--- config.mk ---
export PLATFORM = sky130hd
export DESIGN_NAME = tff_mod_counter
export DESIGN_NICKNAME = d
export VERILOG_FILES = /design/src/rtl/tff_mod_counter_pkg.sv /design/src/rtl/tff_mod_counter_cell.sv /design/src/rtl/tff_mod_counter.sv
export SDC_FILE = /design/constraint.sdc
export NUM_CORES = 1
export LEC_CHECK = 0
export ABC_AREA = 1
export CORE_MARGIN = 2
export CORE_UTILIZATION = 42
export CTS_BUF_LIST = sky130_fd_sc_hd__clkbuf_8
export DETAILED_ROUTE_END_ITERATION = 16
export PLACE_DENSITY = 0.88
export SETUP_SLACK_MARGIN = 0.1
export SYNTH_ARGS = -nofsm -noshare
export SYNTH_HDL_FRONTEND = slang
export SYNTH_SLANG_ARGS = --single-unit
--- constraint.sdc ---
create_clock -name Clock -period 1.4 [get_ports Clock]
set_clock_uncertainty 0.15 [all_clocks]
set_input_delay 0.21 -clock Clock [delete_from_list [all_inputs] [get_ports Clock]]
set_output_delay 0.21 -clock Clock [all_outputs]
set_load 0.005 [all_outputs]
--- src/rtl/tff_mod_counter_pkg.sv ---
// tff_mod_counter_pkg: direction constants and modulo count helpers
package tff_mod_counter_pkg;
  localparam logic DIR_UP = 1'b1;
  localparam logic DIR_DOWN = 1'b0;
  function automatic int clamp_load(int d, int modulus);
    return d > modulus - 1 ? modulus - 1 : d;
  endfunction
  function automatic int next_count(int q, logic up, int modulus);
    return up == DIR_UP ? (q >= modulus - 1 ? 0 : q + 1)
                        : ((q == 0 || q > modulus - 1) ? modulus - 1 : q - 1);
  endfunction
endpackage

--- src/rtl/tff_mod_counter_cell.sv ---
// tff_cell: single T flip-flop with synchronous active-high reset
module tff_cell (
  input  logic Clock,
  input  logic Reset,
  input  logic T,
  output logic Q,
  output logic Qb
);
  // toggle on T, clear on Reset
  always_ff @(posedge Clock)
    if (Reset) Q <= 1'b0;
    else Q <= Q ^ T;
  assign Qb = ~Q;
endmodule

--- src/rtl/tff_mod_counter.sv ---
// tff_mod_counter: modulo-N up/down counter built from T flip-flop cells
module tff_mod_counter
  import tff_mod_counter_pkg::*;
#(
  parameter int WIDTH = 4,
  parameter int MODULUS = 10
) (
  input  logic             Clock,
  input  logic             Reset,
  input  logic             En,
  input  logic             Up,
  input  logic             Load,
  input  logic [WIDTH-1:0] D,
  output logic [WIDTH-1:0] Q,
  output logic [WIDTH-1:0] Qb,
  output logic             TC
);
  if (MODULUS < 2 || MODULUS > 2 ** WIDTH) begin : g_bad_modulus
    $error("tff_mod_counter: MODULUS out of range");
  end
  logic [WIDTH-1:0] nxt, t;
  logic wrap;
  // next count: load clamps, count wraps modulo MODULUS; each cell toggles where next differs
  always_comb begin
    nxt = Load ? WIDTH'(clamp_load(int'(D), MODULUS))
        : En ? WIDTH'(next_count(int'(Q), Up, MODULUS)) : Q;
    t = Q ^ nxt;
    wrap = !Load && En && (Up == DIR_UP ? int'(Q) == MODULUS - 1 : Q == '0);
  end
  for (genvar i = 0; i < WIDTH; i++) begin : g_cell
    tff_cell u_cell (.Clock(Clock), .Reset(Reset), .T(t[i]), .Q(Q[i]), .Qb(Qb[i]));
  end
  // terminal-count pulse registered alongside the wrapped value
  always_ff @(posedge Clock)
    if (Reset) TC <= 1'b0;
    else TC <= wrap;
endmodule

==> results.cfg <==
[worst_setup_path]
start_kind = flop
required_ns = 1.41
cp_max_fo = 5
critPathMaxStageDelay_ns = 0.35
crit_slowest_cell = dfxtp_2
path_cells = inv_4, ha_4, nand2_1, nand3b_1, nand2_1, nand2_1, nand2_1, nand2_1, a21oi_2
cpMostUsedCell = nand2_1
crit_family = simple AND/OR/NAND/NOR gates
path_class = flop to flop
cp_num_buf_inv = 1
cp.arrival_ns = 1.45
cp-end-kind = flop

[logic_synthesis]
syn_nets = 93
synthDistinctLibCells = 25
ys_warn_count = 0
postSynthCellCount = 80
syn_area_um2 = 563
ys_seq_area_share_pct = 17.8
ys_ff_latch = 5
synth.avg_cell_area_um2 = 7.04

[detailed_routing]
wire_per_inst_um = 12.1
dr.pass1.iters = 4
wl_um = 1420
initialDrtViolationCount = 1
drc = 0
ant_nets = 0
via_per_inst = 5.06
route.vias.total = 597

[sta]
whs_ns = 0.435
rsz0062_at_grt = true
max_freq_mhz = 694
setup_viol = 4
final_max_slew_viol_count = 0
hold_viol = 0
fin_crit_sh_pct = 103
min_period_ns = 1.44
tns_ns = -0.122
layout_setup_ws_ns = -0.0411
worst_pin_slew_ns = 0.333
relSlewSlack_pct = 77.6

[clocking]
clock_sinks = 5
path_clk_slew_ns = 0.04
clock_path_buffers = 2
clkLatencyLatePin_ns = 0.23
cts_tree = yes
numCtsBuffers = 3
root_buffer = clkbuf_8
cts_max_level = 1

[layout]
register_area_um2 = 110
stdcell_count = 118
diodes = 0
multi_input_area_um2 = 390
fill_cells = 114
area_growth_pct = 49.8
final_nets = 117
fin_area_um2 = 843
drive_gt1_share_pct = 37.9

[placed_design]
hpwl_um = 1130
place_area_um2 = 783
gp_congestion = 0.836
dp_cells = 112
post-place-ws_ns = -0.209
port_buffers = 17

[global_routing]
antenna_found_initial = 0
grt_max_degree = 8
grt_pass1_vias = 551
grt-ovfl-total = 0
track_usage_pct = 20.5
grt_pass1_wl_um = 2090

[floorplan]
num_rows = 13
ioPinCount = 18
die_h_um = 40.6
die_w_um = 40.6
core_area_um2 = 1270
initial_core_util_pct = 44.4
die_area_um2 = 1650

[status]
violations = setup timing
outcome = finished with violations

[flow_run]
drv_cap = 0

[power]
ir_drop_v = 0.000519
power_density_nw_per_um2 = 825
p_leak_nw = 0.399

[worst_hold_path]
hold_path_class = primary input to flop
[routing by layer]
metal	GRT usage, %	up-vias	part of all wire [%]
met4	13.3	0	3.5
met2	34.5	23	51
met3	9.78	6	5.2
met5	0	-	0
met1	19.7	266	40
li1	-	302	-
[flip-flops by register name, indices dropped and copies added (netlist names)]
| name | count |
|---|---|
| TC | 1 |
| g_cell.u_cell.Q | 4 |
[what timing repair did]
action	4_1_cts	5_1_grt
setup buffers	2	0
resized for setup	18	2
endpoints found under the setup margin	13	6
pin swaps	3	0
hold buffers	0	0
[worst register-to-register path, stage by stage (launching register included)]
cell,delay (ns)
dfxtp_2,0.35
inv_4,0.06
ha_4,0.26
nand2_1,0.04
nand3b_1,0.15
nand2_1,0.08
nand2_1,0.06
nand2_1,0.06
nand2_1,0.06
a21oi_2,0.11
[kinds of logic after synthesis]
family,Yosys count,synth area share [%]
and+or+nand+nor,35,34.0
buffers and inverters,19,20.2
AOI/OAI and AO/OA,16,17.6
DFF,5,17.8
adders and majority gates,4,8.89
xor gates and xnor gates,1,1.56
[placed cells by master, fill, tap and decap left out, types with 2 or more instances in the layout]
cell type,synthesis,final
clkbuf_2,0,2
clkbuf_8,1,3
dfxtp_4,0,2
a21oi_1,8,7
nand2_2,3,2
dfxtp_2,0,2
nand3_2,1,2
o21ai_0,3,3
dlygate4sd2_1,0,7
nor2_1,3,3
inv_2,1,2
inv_4,1,3
nand2_1,15,15
nand3_1,7,6
buf_4,8,11
a21oi_2,1,2
inv_1,8,6
clkdlybuf4s50_1,0,8
nand2_4,2,3
ha_4,0,2
[final timing paths]
kind | cells after the start | slack [ns] | endpoint | from
setup / recovery | 9 | -0.04 | g_cell[1].u_cell.Q | g_cell[1].u_cell.Q
hold / removal | 3 | 0.43 | g_cell[1].u_cell.Q | D[1]
setup reg to reg | 9 | -0.04 | g_cell[1].u_cell.Q | g_cell[1].u_cell.Q
hold reg to reg | 4 | 0.50 | g_cell[1].u_cell.Q | g_cell[1].u_cell.Q
[power by group]
part / internal [mW] / switching (mW) / total [mW]
Sequential: 0.154 / 0.0111 / 0.165
Combinational: 0.128 / 0.135 / 0.264
Clock: 0.189 / 0.0782 / 0.267
Total: 0.471 / 0.225 / 0.696
[cells in the mapped netlist, drive strengths merged]
library cell,count,area share [%]
inv,10,7.1
a31oi,1,1.1
or2,1,1.1
clkbuf,1,2.4
nand3,9,11
buf,8,11
nor2,3,2.0
xor2,1,1.6
dfxtp,5,18
ha,4,8.9
nand4,1,1.1
nand2,20,17
a21oi,10,12
nand3b,1,1.3
o21ai,4,3.6
a211oi,1,1.3
[through the flow]
| step | util [%] | total power [mW] |
|---|---|---|
| floorplan | - | 0.337 |
| global placement | 61.7 | 0.419 |
| detailed placement | 61.7 | 0.429 |
| CTS | 67.3 | 0.707 |
| global route | 66.5 | 0.744 |
| finish | 66.5 | 0.696 |
[area by class of cell]
class                      instances  share of cell area (%)
multi-input combinational         56                    46.3
timing repair buffer              28                    27.7
sequential                         5                    13.1
inverter                          10                    5.34
clock buffer                       3                    4.90
tap                               15                    2.23
clock inverter                     1                   0.445
Note: power is estimated with default switching activity, not from simulation.
